==> src/rtl/servo_pwm_ramp.sv <==
// Dual-channel hobby-servo PWM generator. Each channel's pulse width is clamped
// to a safe range and slewed toward its target by a bounded step once per frame.
module servo_pwm_ramp #(
    parameter int unsigned CLK_HZ    = 100_000_000,
    parameter int unsigned PERIOD_US = 20000,
    parameter int unsigned MIN_US    = 1000,
    parameter int unsigned MAX_US    = 2000,
    parameter int unsigned STEP_US   = 10
) (
    input  logic        sys_clock,
    input  logic        reset,
    input  logic        enable,
    input  logic        tgt_wr,
    input  logic        tgt_ch,
    input  logic [15:0] tgt_us,
    output logic        pwm0_0,
    output logic        pwm0_1,
    output logic [15:0] cur_us_0,
    output logic [15:0] cur_us_1,
    output logic [1:0]  settled,
    output logic        frame_start
);

    localparam int unsigned DIV  = CLK_HZ / 1_000_000;
    localparam int unsigned PS_W = (DIV > 1) ? $clog2(DIV) : 1;

    localparam logic [PS_W-1:0] PS_LAST     = PS_W'(DIV - 1);
    localparam logic [15:0]     PERIOD_LAST = 16'(PERIOD_US - 1);
    localparam logic [15:0]     MIN_W       = 16'(MIN_US);
    localparam logic [15:0]     MAX_W       = 16'(MAX_US);
    localparam logic [15:0]     STEP_W      = 16'(STEP_US);
    localparam logic [15:0]     CENTER      = 16'((MIN_US + MAX_US) / 2);

    logic [PS_W-1:0]  presc;
    logic [15:0]      frame_cnt;
    logic [1:0][15:0] tgt;
    logic [1:0][15:0] cur;
    logic [1:0][15:0] nxt_cur;
    logic [1:0]       pwm;
    logic             us_tick;
    logic             boundary;

    function automatic logic [15:0] clamp_us(input logic [15:0] v);
        if (v < MIN_W) return MIN_W;
        if (v > MAX_W) return MAX_W;
        return v;
    endfunction

    // Distance is taken as larger minus smaller so no signed arithmetic is needed.
    function automatic logic [15:0] ramp_step(input logic [15:0] c, input logic [15:0] t);
        logic        up;
        logic [15:0] d;
        up = (t >= c);
        d  = up ? (t - c) : (c - t);
        if (STEP_US == 0 || d <= STEP_W) return t;
        return up ? (c + STEP_W) : (c - STEP_W);
    endfunction

    assign us_tick  = (presc == PS_LAST);
    assign boundary = us_tick && (frame_cnt == PERIOD_LAST);

    // NOTE: every signal assigned in always_comb gets a default first so no latch is inferred.
    always_comb begin
        nxt_cur = cur;
        for (int ch = 0; ch < 2; ch++) begin
            nxt_cur[ch] = ramp_step(cur[ch], tgt[ch]);
        end
    end

    // NOTE: sequential state uses non-blocking assignments so every register samples pre-edge values.
    always_ff @(posedge sys_clock) begin
        if (reset) begin
            presc       <= '0;
            frame_cnt   <= '0;
            tgt         <= {CENTER, CENTER};
            cur         <= {CENTER, CENTER};
            pwm         <= '0;
            settled     <= 2'b11;
            frame_start <= 1'b0;
        end else begin
            presc <= us_tick ? '0 : presc + 1'b1;
            if (us_tick) begin
                frame_cnt <= boundary ? 16'd0 : frame_cnt + 16'd1;
            end

            // A write landing on the boundary edge is seen by the following frame's ramp.
            if (tgt_wr) begin
                tgt[tgt_ch] <= clamp_us(tgt_us);
            end
            if (boundary) begin
                cur <= nxt_cur;
            end

            // Outputs keep running counters when disabled so re-enable lands in phase.
            for (int ch = 0; ch < 2; ch++) begin
                pwm[ch]     <= enable && (frame_cnt < cur[ch]);
                settled[ch] <= (cur[ch] == tgt[ch]);
            end
            frame_start <= boundary;
        end
    end

    assign pwm0_0   = pwm[0];
    assign pwm0_1   = pwm[1];
    assign cur_us_0 = cur[0];
    assign cur_us_1 = cur[1];

endmodule

==> config.mk <==
export PLATFORM = sky130hd
export DESIGN_NAME = servo_pwm_ramp
export DESIGN_NICKNAME = d
export VERILOG_FILES = /design/src/rtl/servo_pwm_ramp.sv
export SDC_FILE = /design/constraint.sdc
export NUM_CORES = 1
export LEC_CHECK = 0
export CORE_MARGIN = 2
export CORE_UTILIZATION = 62
export DETAILED_ROUTE_END_ITERATION = 10
export PLACE_DENSITY = 0.79
export SKIP_LAST_GASP = 1
export SLEW_MARGIN = 20
export SYNTH_ARGS = -nofsm -noshare
export SYNTH_HDL_FRONTEND = slang
export SYNTH_SLANG_ARGS = --single-unit
==> constraint.sdc <==
create_clock -name sys_clock -period 5.1 [get_ports sys_clock]
set_input_delay 1.02 -clock sys_clock [delete_from_list [all_inputs] [get_ports sys_clock]]
set_output_delay 1.02 -clock sys_clock [all_outputs]
set_load 0.01 [all_outputs]
# Word level (Yosys, flattened, before mapping)
# Index checks and enable logic that the tools add are counted.
[op_classes]
eq_ne = 4
reduce_logical = 5
n_lt_le_gt_ge = 10
muxes = 27
n_addsub = 10
[ops]
columns = ["op", "count"]
rows = [
  ["$mux W16", 16],
  ["$sub A16 B16 Y16", 4],
  ["$add A16 B4 Y16 const B", 2],
  ["$bwmux W32", 1],
  ["$eq A16 B16 Y1", 2],
  ["$ge A16 B16 Y1", 2],
  ["$le A16 B4 Y1 const B", 2],
  ["$lt A16 B16 Y1", 2],
  ["$sub A16 B4 Y16 const B", 2],
  ["$add A16 B1 Y16 const B", 1],
  ["$demux W16 S1", 1],
  ["$eq A16 B15 Y1 const B", 1],
  ["$gt A16 B11 Y1 const B", 1],
  ["$lt A16 B10 Y1 const B", 1],
  ["$mux W1", 9],
  ["$add A7 B1 Y7 const B", 1],
  ["$eq A7 B7 Y1 const B", 1],
  ["$logic_and A1 B1 Y1", 4],
  ["$lt A1 B2 Y1 const B", 1],
  ["$reduce_or A2 Y1", 1],
  ["$ge A1 B1 Y1 const B", 1],
]
[word_totals]
word_cells = 65
output_inout_bits = 37
in_bits = 21
regBits = 92

# Depth between registers and ports, before layout
# Gate-level depths: netlist (run 1).
[depth]
ltp_word = 12
depth_mapped = 21
mapped_depth_nobuf = 20

# Worst setup path after synthesis (run 1)
# OpenSTA, ideal clock, no wires.
[synth_timing]
path_kind = "reg-to-reg"
from = "register cur, in the netlist cur_us_0[8]"
to = "register cur, in the netlist cur_us_0[15]"
required_ns = 4.972
path_slack_ns = 0.461
setup_ns = 0.128
synth_period_minus_slack_ns = 4.639
path_buffers = 2
path_stages_with_launch = 22
arrival_ns = 4.510
cell_sequence = "dfxtp_1 > inv_1 > ha_1 > and2_1 > buf_6 > nand4_1 > o32ai_1 > a211o_1 > or2_1 > buf_6 > inv_2 > fa_1 > a21o_1 > a21o_1 > a2111oi_0 > o311ai_0 > a21o_1 > a21o_1 > a31oi_1 > xnor2_1 > mux2i_1 > o22ai_1"
[synth_between]
elab_chain_len = 5
word_cells_on_any_way = 10
classes_between = "4 x add/sub; 2 x order compare; 4 x mux"
[synth_rtl]
columns = ["item", "line_no", "rtl"]
rows = [
  ["from (decl)", "37", "logic [1:0][15:0] cur;"],
  ["from (signal assigned)", "76", "cur <= {CENTER, CENTER};"],
  ["from (signal assigned)", "91", "cur <= nxt_cur;"],
  ["$sub A16 B16 Y16 or $ge A16 B16 Y1 (tied branches)", "54, 53", ""],
  ["$mux W16", "54", "d = up ? (t - c) : (c - t);"],
  ["$le A16 B4 Y1", "55", "if (STEP_US == 0 || d <= STEP_W) return t;"],
  ["$mux W1", "55", ""],
  ["$mux W16 *", "56", "return up ? (c + STEP_W) : (c - STEP_W);"],
]
# Every way passes the cells marked *; elsewhere a longest branch is shown, timed or not.
# A chain may end at the register's enable or synchronous reset.

# Worst setup path after layout (run 1)
[layout_timing]
from = "register cur, in the netlist cur_us_0[13]"
to = "register cur, in the netlist cur_us_0[15]"
# The elaborated chain is that of the path after synthesis.

==> results of run 1 <==
[worst max path at each step]
stage | cells past startpoint | startpoint | to
after floorplan | 21 | cur_us_0[8]$_SDFFE_PP1P_ | cur_us_0[15]$_SDFFE_PP0P_
after global placement | 20 | cur_us_0[13]$_SDFFE_PP0P_ | cur_us_0[15]$_SDFFE_PP0P_
after detailed placement | 20 | cur_us_0[13]$_SDFFE_PP0P_ | cur_us_0[15]$_SDFFE_PP0P_
after CTS | 20 | cur_us_0[13]$_SDFFE_PP0P_ | cur_us_0[15]$_SDFFE_PP0P_
after global routing | 20 | cur_us_0[13]$_SDFFE_PP0P_ | cur_us_0[15]$_SDFFE_PP0P_
final | 20 | cur_us_0[13]$_SDFFE_PP0P_ | cur_us_0[15]$_SDFFE_PP0P_
[cell families (layout without fill, tap and decap cells)]
| kind of cell | Yosys count | in the layout | share of synthesized area [%] |
|---|---|---|---|
| compound gates | 384 | 384 | 28.97 |
| xor+xnor | 52 | 52 | 4.992 |
| fa+ha+maj | 126 | 126 | 17.49 |
| buf+inv | 152 | 204 | 7.029 |
| flops | 92 | 92 | 19.86 |
| mux | 14 | 14 | 1.552 |
| simple gates | 361 | 361 | 20.12 |
[routing by layer]
metal  global-route usage [%]  up-vias  share of wire, %  routed length, microns
met2                    51.30      429                43                   11760
met1                    49.54     4349                46                   12670
li1                         -     4443                 -                       -
met4                    8.597        0               2.3                     622
met3                    7.128       59               9.1                    2511
met5                        0        -                 0                       0
[Yosys cell counts, types with 9 or more instances]
master / number
a2111oi_0: 9
nand3_1: 32
a311oi_1: 9
a31oi_1: 9
nor3_1: 34
dfxtp_1: 92
o21a_1: 26
nand2_1: 72
nand4_1: 16
xor2_1: 21
a21o_1: 40
o31ai_1: 9
a21oi_1: 93
o211ai_1: 28
nor2b_1: 14
clkbuf_1: 31
nand2b_1: 15
mux2i_1: 11
or3_1: 12
xnor2_1: 30
a211oi_1: 24
nor2_1: 98
buf_2: 14
and3_1: 12
ha_1: 120
inv_1: 92
o21ai_0: 44
[flip-flops by register name, summed over array words and instances (netlist names)]
signal,cells
frame_cnt,16
presc,7
cur_us_0,16
settled,2
pwm,2
frame_start,1
tgt,32
cur_us_1,16
[worst max-delay path: cells and delay by family, from the launching register on]
kind / cells / cell delay [ns]
buffers and inverters: 3 / 0.45
adder cells (fa/ha/maj): 2 / 0.63
XOR/XNOR: 1 / 0.10
AO/OA/AOI/OAI: 12 / 2.67
AND/OR/NAND/NOR: 1 / 0.25
flip-flops: 1 / 0.40
multiplexers: 1 / 0.13
[stage by stage]
stage | area, sq um | instances | utilization [%] | setup WS, ns | power [W]
6_report | 10410 | 1417 | 71.36 | 0.3358 | 0.002368
5_1_grt | 10410 | 1417 | 71.36 | 0.04256 | 0.002485
4_1_cts | 10360 | 1417 | 71.04 | 0.06171 | 0.002331
3_5_place_dp | 10050 | 1401 | 68.89 | 0.1089 | 0.001632
3_3_place_gp | 10050 | 1401 | 68.89 | 0.2022 | 0.001621
2_1_floorplan | 9274 | 1181 | - | 0.4613 | 0.001436
[cell type report]
class	instances	area (sq um)	share of cell area, %
Multi-Input combinational cell	937	6837	65.67
Inverter	97	364.1	3.497
Clock buffer	11	252.7	2.428
Clock inverter	5	60.06	0.5769
Timing Repair Buffer	91	825.8	7.932
Tap cell	184	230.2	2.211
Sequential cell	92	1842	17.69
[power groups by stage]
stage	registers, W	clock network, W	logic [W]
4_1_cts	0.000745	0.000708	0.000878
3_3_place_gp	0.000760	0	0.000861
2_1_floorplan	0.000758	0	0.000679
6_report	0.000745	0.000704	0.000919
5_1_grt	0.000746	0.000735	0.00100
3_5_place_dp	0.000761	0	0.000871
[what timing repair did]
action                     in CTS  in global routing
setup buffers                   0                  0
gates resized for setup         0                 12
setup endpoints to repair       0                  3
==> results.json, run 1 <==
{
  "grt_max_degree": 35,
  "worst_pin_slew_ns": 1.119,
  "final_common_cell": "ha_1",
  "maxCapViolCount": 0,
  "worstPathMaxFanout": 13,
  "numCtsBuffers": 9,
  "syn_avg_cell_area_sq_um": 7.853,
  "critPathRequiredTime_ns": 5.31,
  "vias": 9280,
  "grt_overflow_total": 0,
  "synth-edff-count": 0,
  "grt_pass1_vias": 8523,
  "r2r-end": "cur_us_0[15]$_SDFFE_PP0P_",
  "max_slew_margin_pct": 25.25,
  "min_period_ns": 4.764,
  "setup_tns_ns": 0,
  "syn_to_final_growth_pct": 12.26,
  "drv_slew": 0,
  "reg2reg_setup_slack_ns": 0.34,
  "cts.reportedPaths.clkPinSlew_ns": 0.07,
  "nFillCells": 1194,
  "p_leak_nw": 4.642,
  "clockPowerShare_pct": 29.7,
  "synth_nets": 1328,
  "ios": 58,
  "syn-cell-area_sq_um": 9274,
  "coreArea_sq_um": 14590,
  "setup_viol": 0,
  "antenna_cells": 0,
  "min_from": "tgt[16]$_SDFFE_PP0P_",
  "r2r_cells": 20,
  "hold_path_end": "tgt[16]$_SDFFE_PP0P_",
  "gp_congestion": 0.9949,
  "rows": 44,
  "grtUsageTotal_pct": 33.99,
  "cp-end-kind": "flip-flop",
  "pwr-share-comb_pct": 38.8,
  "drc_errors": 0,
  "outcome": "complete, no violations",
  "nets": 1375,
  "crit_chain": "inv_1 -> ha_1 -> buf_4 -> a21o_1 -> a21oi_1 -> o32ai_2 -> a211o_1 -> or2_1 -> buf_4 -> ha_1 -> a21o_1 -> a21o_1 -> a2111oi_2 -> o311ai_1 -> a21o_1 -> a21o_1 -> a31oi_1 -> xnor2_1 -> mux2i_1 -> o22ai_1",
  "rsz0062_at_grt": "false",
  "cts_num_sinks": 92,
  "cts_tree": "done",
  "seq_power_share_pct": 31.5,
  "p_int_w": 0.001527,
  "holdPathStages": 2,
  "slowest_stage": "a2111oi_2",
  "fin_crit_sh_pct": 93.41,
  "fmax_ghz": 0.2099,
  "clkLatencyLatePin_ns": 0.35,
  "finalWirelength_microns": 27570,
  "die_h_microns": 126.3,
  "critical_path_class": "reg -> reg",
  "dr.pass1.iters": 5,
  "critPathMostFrequentCell": "a21o_1",
  "whs_ns": 0.4807,
  "async_reset_ff_share_pct": 0,
  "synth_warnings": 0,
  "viasPerCell": 6.549,
  "place_hpwl_microns": 21280,
  "grt_pass1_wl_microns": 44400,
  "synth_area_leader_cell": "dfxtp_1",
  "ant_nets": 0,
  "powerDensity_nw_per_um2": 227.4,
  "seq_area_frac_synth_pct": 19.86,
  "final_cell_mix": "ha_1 (116), nor2_1 (98), a21oi_1 (93), inv_1 (92), dfxtp_1 (92)",
  "grt_antenna_before_repair": 0,
  "holdCritPathClass": "reg -> reg",
  "synth_seq_cells": 92,
  "drive_gt1_share_pct": 7.867,
  "die_x_microns": 126.3,
  "netlist_instances": 1181,
  "yosysTopAreaCellShare_pct": 19.86,
  "clock_skew_ns": 0.008420,
  "clk_path_buf_depth": 2,
  "drtIter0Drc": 987,
  "dieArea_sq_um": 15950,
  "critPathLaunchType": "flip-flop",
  "cpPeakStageDelay_ns": 0.46,
  "ctsHoldBuffers": 0,
  "ys_types": 96,
  "crit_arrival_ns": 4.98,
  "io_buffers": 57,
  "synth_area_leaders": "dfxtp_1 (20%), ha_1 (16%), a21oi_1 (5.0%)",
  "synth_ff_type": "dfxtp_1",
  "switching_share_pct": 35.52,
  "initial_utilization_pct": 63.57,
  "r2r-start": "cur_us_0[13]$_SDFFE_PP0P_",
  "peakVddDrop_mv": 0.1861,
  "power.switching_w": 0.0008410,
  "cts-root-buf": "clkbuf_16",
  "cts_max_level": 3,
  "finalHoldViolCount": 0,
  "post_drt_wl_per_cell_microns": 19.46
}
Note: power is estimated with default switching activity, not from simulation.
==> inputs of run 2 (changes only) <==
--- a/config.mk
+++ b/config.mk
@@ -9,6 +9,7 @@
 export CORE_UTILIZATION = 62
 export DETAILED_ROUTE_END_ITERATION = 10
 export PLACE_DENSITY = 0.79
+export SETUP_SLACK_MARGIN = 0.2
 export SKIP_LAST_GASP = 1
 export SLEW_MARGIN = 20
 export SYNTH_ARGS = -nofsm -noshare
==> results.json, run 2 (synthesis gave the netlist of run 1 again) <==
{
  "outcome": "complete, no violations",
  "min_from": "tgt[16]$_SDFFE_PP0P_",
  "holdCritPathClass": "reg -> reg",
  "clock_skew_ns": 0.009062,
  "ctsHoldBuffers": 0,
  "cp-startpoint": "cur_us_0[4]$_SDFFE_PP1P_",
  "cts_tree": "done",
  "peakVddDrop_mv": 0.1859,
  "place_hpwl_microns": 21280,
  "rsz0062_at_grt": "true",
  "numCtsBuffers": 9,
  "grt_max_degree": 35,
  "cp-end-kind": "flip-flop",
  "rows": 44,
  "setup_slack_ns": 0.4524,
  "nets": 1377,
  "nFillCells": 1185,
  "top_register": "tgt",
  "gp_congestion": 0.9949,
  "die_x_microns": 126.3,
  "dieArea_sq_um": 15950,
  "die_h_microns": 126.3,
  "maxCapViolCount": 0,
  "cts_max_level": 3,
  "worst_pin_slew_ns": 1.079,
  "cts_num_sinks": 92,
  "setup_viol": 0,
  "cts.reportedPaths.clkPinSlew_ns": 0.07,
  "critical_path_class": "reg -> reg",
  "drc_errors": 0,
  "min_period_ns": 4.648,
  "syn_to_final_growth_pct": 12.97,
  "largest_reg_flops": 32,
  "p_leak_nw": 4.656,
  "grt_antenna_before_repair": 0,
  "grt_pass1_vias": 8518,
  "fin_crit_sh_pct": 91.13,
  "drive_gt1_share_pct": 8.502,
  "fmax_ghz": 0.2152,
  "final_cell_mix": "ha_1 (114), nor2_1 (98), inv_1 (92), dfxtp_1 (91), a21oi_1 (90)",
  "grtUsageTotal_pct": 34.02,
  "final_common_cell": "ha_1",
  "vias": 9291,
  "antenna_cells": 0,
  "crit_arrival_ns": 4.86,
  "post_drt_wl_per_cell_microns": 19.52,
  "viasPerCell": 6.548,
  "initial_utilization_pct": 63.57,
  "dr.pass1.iters": 5,
  "grt_overflow_total": 0,
  "ant_nets": 0,
  "max_slew_margin_pct": 27.93,
  "critPathRequiredTime_ns": 5.32,
  "critPathLaunchType": "flip-flop",
  "powerDensity_nw_per_um2": 227.8,
  "setup_tns_ns": 0,
  "finalWirelength_microns": 27690,
  "whs_ns": 0.4813,
  "worstPathMaxFanout": 9,
  "cts-root-buf": "clkbuf_16",
  "finalHoldViolCount": 0,
  "clk_path_buf_depth": 2,
  "r2r-start": "cur_us_0[4]$_SDFFE_PP1P_",
  "clkLatencyLatePin_ns": 0.35,
  "ios": 58,
  "dp_slack_ns": 0.1089,
  "drv_slew": 0,
  "drtIter0Drc": 945,
  "coreArea_sq_um": 14590,
  "final_core_util_pct": 71.81,
  "grt_pass1_wl_microns": 44460,
  "io_buffers": 57
}
-- run 2: worst max-delay path, cell delays in order, from the launching register on --
cell	delay, ns
dfxtp_1	0.42
inv_1	0.10
ha_1	0.41
and3_1	0.26
nand2b_1	0.16
o32ai_2	0.12
a211o_1	0.34
or2_1	0.25
buf_4	0.19
ha_1	0.32
a21o_1	0.17
a21o_1	0.23
a2111oi_4	0.41
o311ai_1	0.22
a21o_1	0.22
a21o_1	0.19
a31oi_1	0.20
xnor2_1	0.10
mux2i_1	0.12
o22ai_1	0.07
-- run 2: routing by layer --
metal | wire, microns | up-vias | global-route usage [%]
met5 | 0 | - | 0
met4 | 575 | 0 | 8.533
met3 | 2623 | 57 | 7.086
met2 | 11810 | 446 | 51.42
met1 | 12690 | 4338 | 49.57
li1 | - | 4450 | -
-- run 2: what timing repair did --
item,CTS,global route
endpoints found under the setup margin,3,7
cloned,0,0
setup buffers,0,2
pin swaps,0,2
resized for setup,2,21
-- run 2: final cells by class --
type	count	area, sq um	share of cell area (%)
multi-input combinational	937	6885	65.72
sequential	92	1843	17.59
timing repair buffer	93	840.8	8.026
inverter	97	364.1	3.475
clock buffer	11	252.7	2.413
tap	184	230.2	2.198
clock inverter	5	60.06	0.5733
-- run 2: final timing paths --
| check | endpoint | cells after the start | slack (ns) |
|---|---|---|---|
| worst max-delay path | cur_us_0[15]$_SDFFE_PP0P_ | 19 | 0.45 |
| worst min-delay path | tgt[16]$_SDFFE_PP0P_ | 2 | 0.48 |
| worst max register to register | cur_us_0[15]$_SDFFE_PP0P_ | 19 | 0.45 |
| worst min register to register | tgt[16]$_SDFFE_PP0P_ | 2 | 0.48 |
-- run 2: where the power goes --
part | switching, W | leakage [nW] | internal (W) | total (W)
Clock | 0.000298 | 0.152 | 0.000408 | 0.000706
Combinational | 0.000541 | 3.76 | 0.000394 | 0.000936
Sequential | 0.0000134 | 0.748 | 0.000732 | 0.000745
Total | 0.000853 | 4.66 | 0.00153 | 0.00239
-- run 2: per-stage QoR --
| stage | power (W) | area (sq um) | instances |
|---|---|---|---|
| after floorplan | 0.001436 | 9274 | 1181 |
| after global placement | 0.001621 | 10050 | 1401 |
| after detailed placement | 0.001632 | 10050 | 1401 |
| after CTS | 0.002333 | 10370 | 1417 |
| after global routing | 0.002501 | 10480 | 1419 |
| final | 0.002387 | 10480 | 1419 |
